### src/rtl/inst_feeder.sv
// inst_feeder: fetches instruction words from a synchronous instruction
// memory and issues each one to proc with a one-cycle Run strobe, then waits
// for Done before fetching the next. Halt opcodes stop issue, and a processor
// that never answers trips a sticky error.
module inst_feeder #(
   parameter int         AW      = 5,
   parameter int         TIMEOUT = 4,
   parameter logic [2:0] HALT_OP = 3'b111
) (
   input  logic          Clock,
   input  logic          Resetn,
   input  logic          Start,
   input  logic          Done,
   input  logic [15:0]   mem_data,
   output logic [AW-1:0] mem_addr,
   output logic [15:0]   DIN,
   output logic          Run,
   output logic          Busy,
   output logic          Halted,
   output logic          Error,
   output logic [7:0]    instr_count
);

   // Wait counter runs 0..TIMEOUT-1; reaching the last value without Done
   // means the processor has hung.
   localparam int WCW = (TIMEOUT > 2) ? $clog2(TIMEOUT) : 1;

   typedef enum logic [2:0] {
      S_IDLE,
      S_FETCH,
      S_DECODE,
      S_ISSUE,
      S_WAIT,
      S_HALTED,
      S_ERROR
   } state_t;

   state_t         state;
   state_t         state_nxt;
   logic [WCW-1:0] wcnt;
   logic           pc_clr;
   logic           pc_inc;
   logic           din_ld;
   logic           wcnt_clr;
   logic           wcnt_inc;

   // Saturating increment for the issued-instruction counter.
   function automatic logic [7:0] sat_inc8(input logic [7:0] v);
      return (v == 8'hFF) ? v : v + 8'd1;
   endfunction

   // Next-state and control decode; Start and Done only matter in the
   // states that listen for them.
   always_comb begin
      state_nxt = state;
      pc_clr    = 1'b0;
      pc_inc    = 1'b0;
      din_ld    = 1'b0;
      wcnt_clr  = 1'b0;
      wcnt_inc  = 1'b0;
      case (state)
         S_IDLE, S_HALTED: begin
            if (Start) begin
               pc_clr    = 1'b1;
               state_nxt = S_FETCH;
            end
         end
         S_FETCH:  state_nxt = S_DECODE;
         S_DECODE: begin
            if (mem_data[15:13] == HALT_OP) begin
               state_nxt = S_HALTED;
            end else begin
               din_ld    = 1'b1;
               state_nxt = S_ISSUE;
            end
         end
         S_ISSUE: begin
            pc_inc    = 1'b1;
            wcnt_clr  = 1'b1;
            state_nxt = S_WAIT;
         end
         S_WAIT: begin
            if (Done) begin
               state_nxt = S_FETCH;
            end else if (wcnt == WCW'(TIMEOUT - 1)) begin
               state_nxt = S_ERROR;
            end else begin
               wcnt_inc = 1'b1;
            end
         end
         S_ERROR:  state_nxt = S_ERROR;
         default:  state_nxt = S_IDLE;
      endcase
   end

   // State register and watchdog counter.
   always_ff @(posedge Clock or negedge Resetn) begin
      if (!Resetn) begin
         state <= S_IDLE;
         wcnt  <= '0;
      end else begin
         state <= state_nxt;
         if (wcnt_clr) begin
            wcnt <= '0;
         end else if (wcnt_inc) begin
            wcnt <= wcnt + 1'b1;
         end
      end
   end

   // PC, issued-instruction count and the instruction word held for proc.
   // The PC only moves on Start and at the issue edge, so the memory address
   // stays stable across FETCH and DECODE.
   always_ff @(posedge Clock or negedge Resetn) begin
      if (!Resetn) begin
         mem_addr    <= '0;
         instr_count <= '0;
         DIN         <= '0;
      end else begin
         if (pc_clr) begin
            mem_addr    <= '0;
            instr_count <= '0;
         end else if (pc_inc) begin
            mem_addr    <= mem_addr + 1'b1;
            instr_count <= sat_inc8(instr_count);
         end
         if (din_ld) begin
            DIN <= mem_data;
         end
      end
   end

   // Status outputs are registered from the next state so they line up with
   // the state they describe and carry no combinational path from inputs.
   always_ff @(posedge Clock or negedge Resetn) begin
      if (!Resetn) begin
         Run    <= 1'b0;
         Busy   <= 1'b0;
         Halted <= 1'b0;
         Error  <= 1'b0;
      end else begin
         Run    <= (state_nxt == S_ISSUE);
         Busy   <= (state_nxt inside {S_FETCH, S_DECODE, S_ISSUE, S_WAIT});
         Halted <= (state_nxt == S_HALTED);
         Error  <= (state_nxt == S_ERROR);
      end
   end

endmodule

### config.mk
export PLATFORM = sky130hd
export DESIGN_NAME = inst_feeder
export DESIGN_NICKNAME = d
export VERILOG_FILES = /design/src/rtl/inst_feeder.sv
export SDC_FILE = /design/constraint.sdc
export NUM_CORES = 1
export LEC_CHECK = 0
export ABC_AREA = 1
export BUFFER_PORTS_ARGS = -buffer_cell sky130_fd_sc_hd__buf_2
export CAP_MARGIN = 20
export CORE_MARGIN = 2
export CORE_UTILIZATION = 55
export DETAILED_ROUTE_END_ITERATION = 12
export PLACE_DENSITY = 0.84
export SYNTH_ARGS = -nofsm -noshare
export SYNTH_HDL_FRONTEND = slang
export SYNTH_SLANG_ARGS = --single-unit
### constraint.sdc
create_clock -name Clock -period 2.6 [get_ports Clock]
set_input_delay 0.78 -clock Clock [delete_from_list [all_inputs] [get_ports Clock]]
set_output_delay 0.78 -clock Clock [all_outputs]
set_load 0.01 [all_outputs]
==> results of run 1 <==
## registers in the layout (all words and copies together), names as in the netlist
signal,flops
Halted,1
Busy,1
wcnt,2
Error,1
DIN,16
state,3
mem_addr,5
instr_count,8
Run,1
## kinds of logic (layout without fill, tap and decap cells)
logic type               after synthesis  in the layout  synth area share
AND/OR/NAND/NOR                      144            144            0.3338
AO/OA/AOI/OAI                          8              8           0.02472
XOR/XNOR                               6              6           0.02885
buffers and inverters                 28             85           0.07005
flip-flops                            38             38            0.5220
adder cells (fa/ha/maj)                3              3           0.02061
## area by class of cell
cell class	instances	share of cell area
flip-flops and latches	38	0.4287
well taps	44	0.02482
clock inverters	2	0.02707
inverters	24	0.04061
multi-input cells	161	0.3350
clock buffers	6	0.02312
repair buffers	53	0.1207
## per-layer routing
layer	global-route usage	share of wire	vias up
met1	0.2714	0.46	732
met3	0.06723	0.067	5
met4	0.08815	0.012	0
met5	0	0	-
met2	0.3383	0.46	53
li1	-	-	819
## where the power goes
group / leakage [nW] / switching (mW) / internal (mW) / total [mW]
registers: 0.488 / 0.148 / 0.804 / 0.952
clock network: 0.0585 / 0.204 / 0.326 / 0.529
logic: 0.756 / 0.596 / 0.338 / 0.934
## synth_stat cells
| cell type | count |
|---|---|
| a21oi_1 | 1 |
| a21oi_2 | 1 |
| buf_4 | 2 |
| buf_6 | 2 |
| dfrtp_1 | 38 |
| ha_1 | 3 |
| inv_1 | 19 |
| inv_2 | 5 |
| nand2_1 | 84 |
| nand2_2 | 2 |
| nand3_1 | 22 |
| nand3_2 | 2 |
| nand3b_1 | 1 |
| nand4_1 | 1 |
| nor2_1 | 28 |
| nor2b_1 | 1 |
| nor3_1 | 1 |
| nor3_2 | 2 |
| o21ai_0 | 4 |
| o21ai_1 | 1 |
| o22ai_1 | 1 |
| xnor2_1 | 2 |
| xor2_1 | 4 |
## worst paths after layout
kind                                     start        endpoint
worst min register to register          DIN[9]          DIN[9]
worst max register to register  instr_count[0]  instr_count[0]
max in group asynchronous               Resetn     mem_addr[0]
min in group asynchronous               Resetn           Error
worst min-delay path                    DIN[9]          DIN[9]
worst max-delay path            instr_count[2]  instr_count[2]
## worst reg2reg max path: cells and delay by family, from the launching register on
family        cells  cell delay, ns
simple gates      7            0.79
flops             1            0.48
fa+ha+maj         1            0.24
==> out/qor.yml, run 1 <==
critical_path:
  r2r_cells: 8
  regToRegSetupSlack_ns: 1.01
  crit_arrival_ns: 1.01
  path_max_fanout: 7
  cp.required_ns: 1.82
  path_delay_family: "flip-flops"
  cpMaxStageDelayCell: "dfrtp_1"
  crit_chain: "buf_2"
  path_depth: 1
  slowest_delay_ns: 0.48
  path_buf_inv: 1
  cp-start-kind: "flip-flop"
  crit_type: "reg -> out"
  critPathCaptureType: "output pin"
timing:
  timing.fmax_mhz: 559.1
  fin_hold_ws_ns: 0.4781
  finalClockSkew_ns: 0.01325
  hold_violations: 0
  relSlewSlack: 0.4607
  fin_crit_sh: 0.6879
  grt_setup_unrepaired: "no"
  setup_viol_count_final: 0
  setup_tns_ns: 0
  tightest_slew_ns: 0.8090
  slew_viol_final: 0
  fin_crit_ns: 1.788
  setup_ws_ns: 0.8115
synth:
  synth_nets: 250
  ys_ff_latch: 38
  synth_top_area_frac: 0.5220
  syn_area_um2: 1822
  synth.area.top_cells: "dfrtp_1 (52%), nand2_1 (17%), nand3_1 (6.0%)"
  ys_seq_area_frac: 0.5220
  ys_warn_count: 0
  synth_top_area_cell: "dfrtp_1"
  synth_cell_types: 23
  synth_cells: 227
  synth_area_per_cell_um2: 8.025
clock_network:
  tritoncts: "yes"
  cts_htree_levels: 2
  insertion_delay_ns: 0.35
  cts_root_buf: "clkbuf_4"
  cts_hold_buf: 0
  post_cts.repair.setup_buffers: 0
  cts_buffers: 5
  clock-sinks: 38
  clkTransAtPathRegs_ns: 0.12
  post_cts_resized: 0
  cts_max_path_buffers: 2
min_path:
  hold_depth: 2
  worstHoldPathType: "reg -> reg"
floorplanning:
  io_pins: 53
  die-area_um2: 3788
  die_x_um: 61.55
  core-area_um2: 3103
  die_y_um: 61.55
  start_util: 0.5871
  rows: 20
drt:
  first_pass_iters: 4
  vias: 1609
  postRouteAntennaNets: 0
  wl_um: 3717
  vias_per_cell: 4.905
  routedWlPerCell_um: 11.33
  drc_errors: 0
  initialDrtViolationCount: 82
cells_and_area:
  regArea_um2: 950.9
  final_nets: 306
  multi_input_area_um2: 743.2
  drive_above_1_share: 0.2570
  n_fill_cell: 273
  final_area_um2: 2218
  antennaDiodeCount: 0
  fin_util: 0.7149
  final_cell_mix: "nand2_1 (84), buf_2 (52), dfrtp_1 (38), nor2_1 (28), nand3_1 (22)"
  area_delta_synth_final_pct: 21.77
  final_cells: 328
  final_common_cell: "nand2_1"
global_route:
  grt_pass1_vias: 1334
  antenna_found_initial: 0
  grt_overflow: 0
  grt_use_total: 0.2134
  grt_pass1_wl_um: 5747
  grt_max_degree: 39
pwr:
  p_total_mw: 2.415
  p_leak_nw: 1.303
  vdd_drop_max_mv: 0.5076
  powerDensity_nw_per_um2: 1089
placement:
  place_area_um2: 2107
  dp_hpwl_um: 2743
  dp_cells: 320
  io_buffers: 52
  gp_congestion: 0.8199
  pre_cts_slack_ns: 0.8779
outcome:
  status: "finished clean"
run:
  maxCapViolCount: 0
No activity file was read; power rests on OpenSTA's default activity.
==> run 2, diff against run 1 <==
CORE_UTILIZATION = 46   (was 55)
PLACE_DENSITY = 0.75   (was 0.84)
clock period = 1.6 ns   (was 2.6 ns; I/O delays follow)
==> out/qor.yml, run 2 (synthesis results as in run 1) <==
outcome:
  status: "finished clean"
timing:
  tightest_slew_ns: 0.3350
  setup_tns_ns: 0
  fin_crit_ns: 1.456
  fin_crit_sh: 0.9098
  grt_setup_unrepaired: "no"
  relSlewSlack: 0.7759
  fin_hold_ws_ns: 0.1488
  finalClockSkew_ns: 0.002473
  setup_viol_count_final: 0
  hold_violations: 0
  timing.fmax_mhz: 686.9
  slew_viol_final: 0
drt:
  vias: 1591
  postRouteAntennaNets: 0
  wl_met2_um: 1643
  wl_um: 3594
  wl_met1_um: 1701
  wl_met3_um: 219
  top_layer: "met4"
  routedWlPerCell_um: 10.70
  first_pass_iters: 4
  vias_per_cell: 4.735
  drc_errors: 0
  initialDrtViolationCount: 50
global_route:
  grt_max_degree: 39
  grt_pass1_vias: 1386
  antenna_found_initial: 0
  grt_overflow: 0
  grt_pass1_wl_um: 5851
  grt_use_total: 0.1752
critical_path:
  rr_endpoint: "instr_count[0]"
  crit_chain: "buf_4, buf_2"
  path_max_fanout: 6
  cp-start-kind: "flip-flop"
  critPathCaptureType: "output pin"
  slowest_delay_ns: 0.39
  crit_type: "reg -> out"
  r2r-start: "instr_count[1]"
  cpMaxStageDelayCell: "dfrtp_1"
  crit_arrival_ns: 0.98
  cp.required_ns: 1.12
  regToRegSetupSlack_ns: 0.18
  r2r_cells: 8
cells_and_area:
  largestRegisters: "DIN: 16 flops, instr_count: 8 flops, mem_addr: 5 flops"
  antennaDiodeCount: 0
  final_nets: 310
  area_delta_synth_final_pct: 23.76
  drive_above_1_share: 0.2674
  final_area_um2: 2255
  top_register: "DIN"
  largest_reg_flops: 16
  final_common_cell: "nand2_1"
  final_cell_mix: "nand2_1 (84), buf_2 (52), dfrtp_1 (38), nor2_1 (28), nand3_1 (22)"
floorplanning:
  io_pins: 53
  rows: 22
  die_x_um: 66.93
  core-area_um2: 3744
  start_util: 0.4866
  die-area_um2: 4480
  die_y_um: 66.93
placement:
  place_area_um2: 2147
  dp_hpwl_um: 2629
  gp_congestion: 0.8434
  io_buffers: 52
clock_network:
  cts_root_buf: "clkbuf_8"
  tritoncts: "yes"
  insertion_delay_ns: 0.28
  cts_buffers: 5
  cts_htree_levels: 2
  cts_max_path_buffers: 2
  clkTransAtPathRegs_ns: 0.07
  clock-sinks: 38
  cts_hold_buf: 0
pwr:
  p_leak_nw: 1.332
  powerDensity_nw_per_um2: 1669
  vdd_drop_max_mv: 0.8824
run:
  maxCapViolCount: 0
min_path:
  worstHoldPathType: "in -> async"
## run 2: repair_timing
action                     CTS  global route
setup buffers                0             1
setup endpoints to repair    0             4
resized for setup            0             2
## run 2: critical path: cells and delay by family, from the launching register on
kind,cells,cell delay [ns]
buffers and inverters,2,0.31
flip-flops,1,0.39
## run 2: through the flow
step,utilization,cells,power (mW),worst slack [ns]
2_1_floorplan,-,227,2.589,0.1563
3_3_place_gp,0.5735,327,3.082,0.1982
3_5_place_dp,0.5735,327,3.131,0.1188
4_1_cts,0.5979,335,3.804,0.1013
5_1_grt,0.6023,336,4.120,0.02906
6_report,0.6023,336,3.763,0.1442
## run 2: layout make-up
cell class	instances	area (um2)
clock buffers	7	86.33
clock inverters	1	5.005
fillers	353	1489
inverters	24	90.09
multi-input cells	161	752.0
flip-flops and latches	38	950.9
well taps	48	60.06
repair buffers	57	310.3
## run 2: power by group
part           internal [mW]  switching (mW)
combinational          0.589           0.991
sequential              1.31           0.212
clock                  0.347           0.311
## run 2: worst max path at each step
stage	slack, ns	end	from	depth (start not counted)
after floorplan	0.16	instr_count[0]	instr_count[0]	8
after global placement	0.20	DIN[13]	state[2]	6
after detailed placement	0.12	instr_count[0]	instr_count[1]	8
after CTS	0.10	instr_count[0]	instr_count[1]	8
after global routing	0.03	DIN[15]	state[2]	6
final	0.14	instr_count[2]	instr_count[2]	2
## run 2: per-layer routing
layer / vias to the layer above / GRT usage
li1: 827 / -
met3: 4 / 0.05574
met2: 40 / 0.3050
met5: - / 0
met4: 0 / 0.04592
met1: 720 / 0.2080
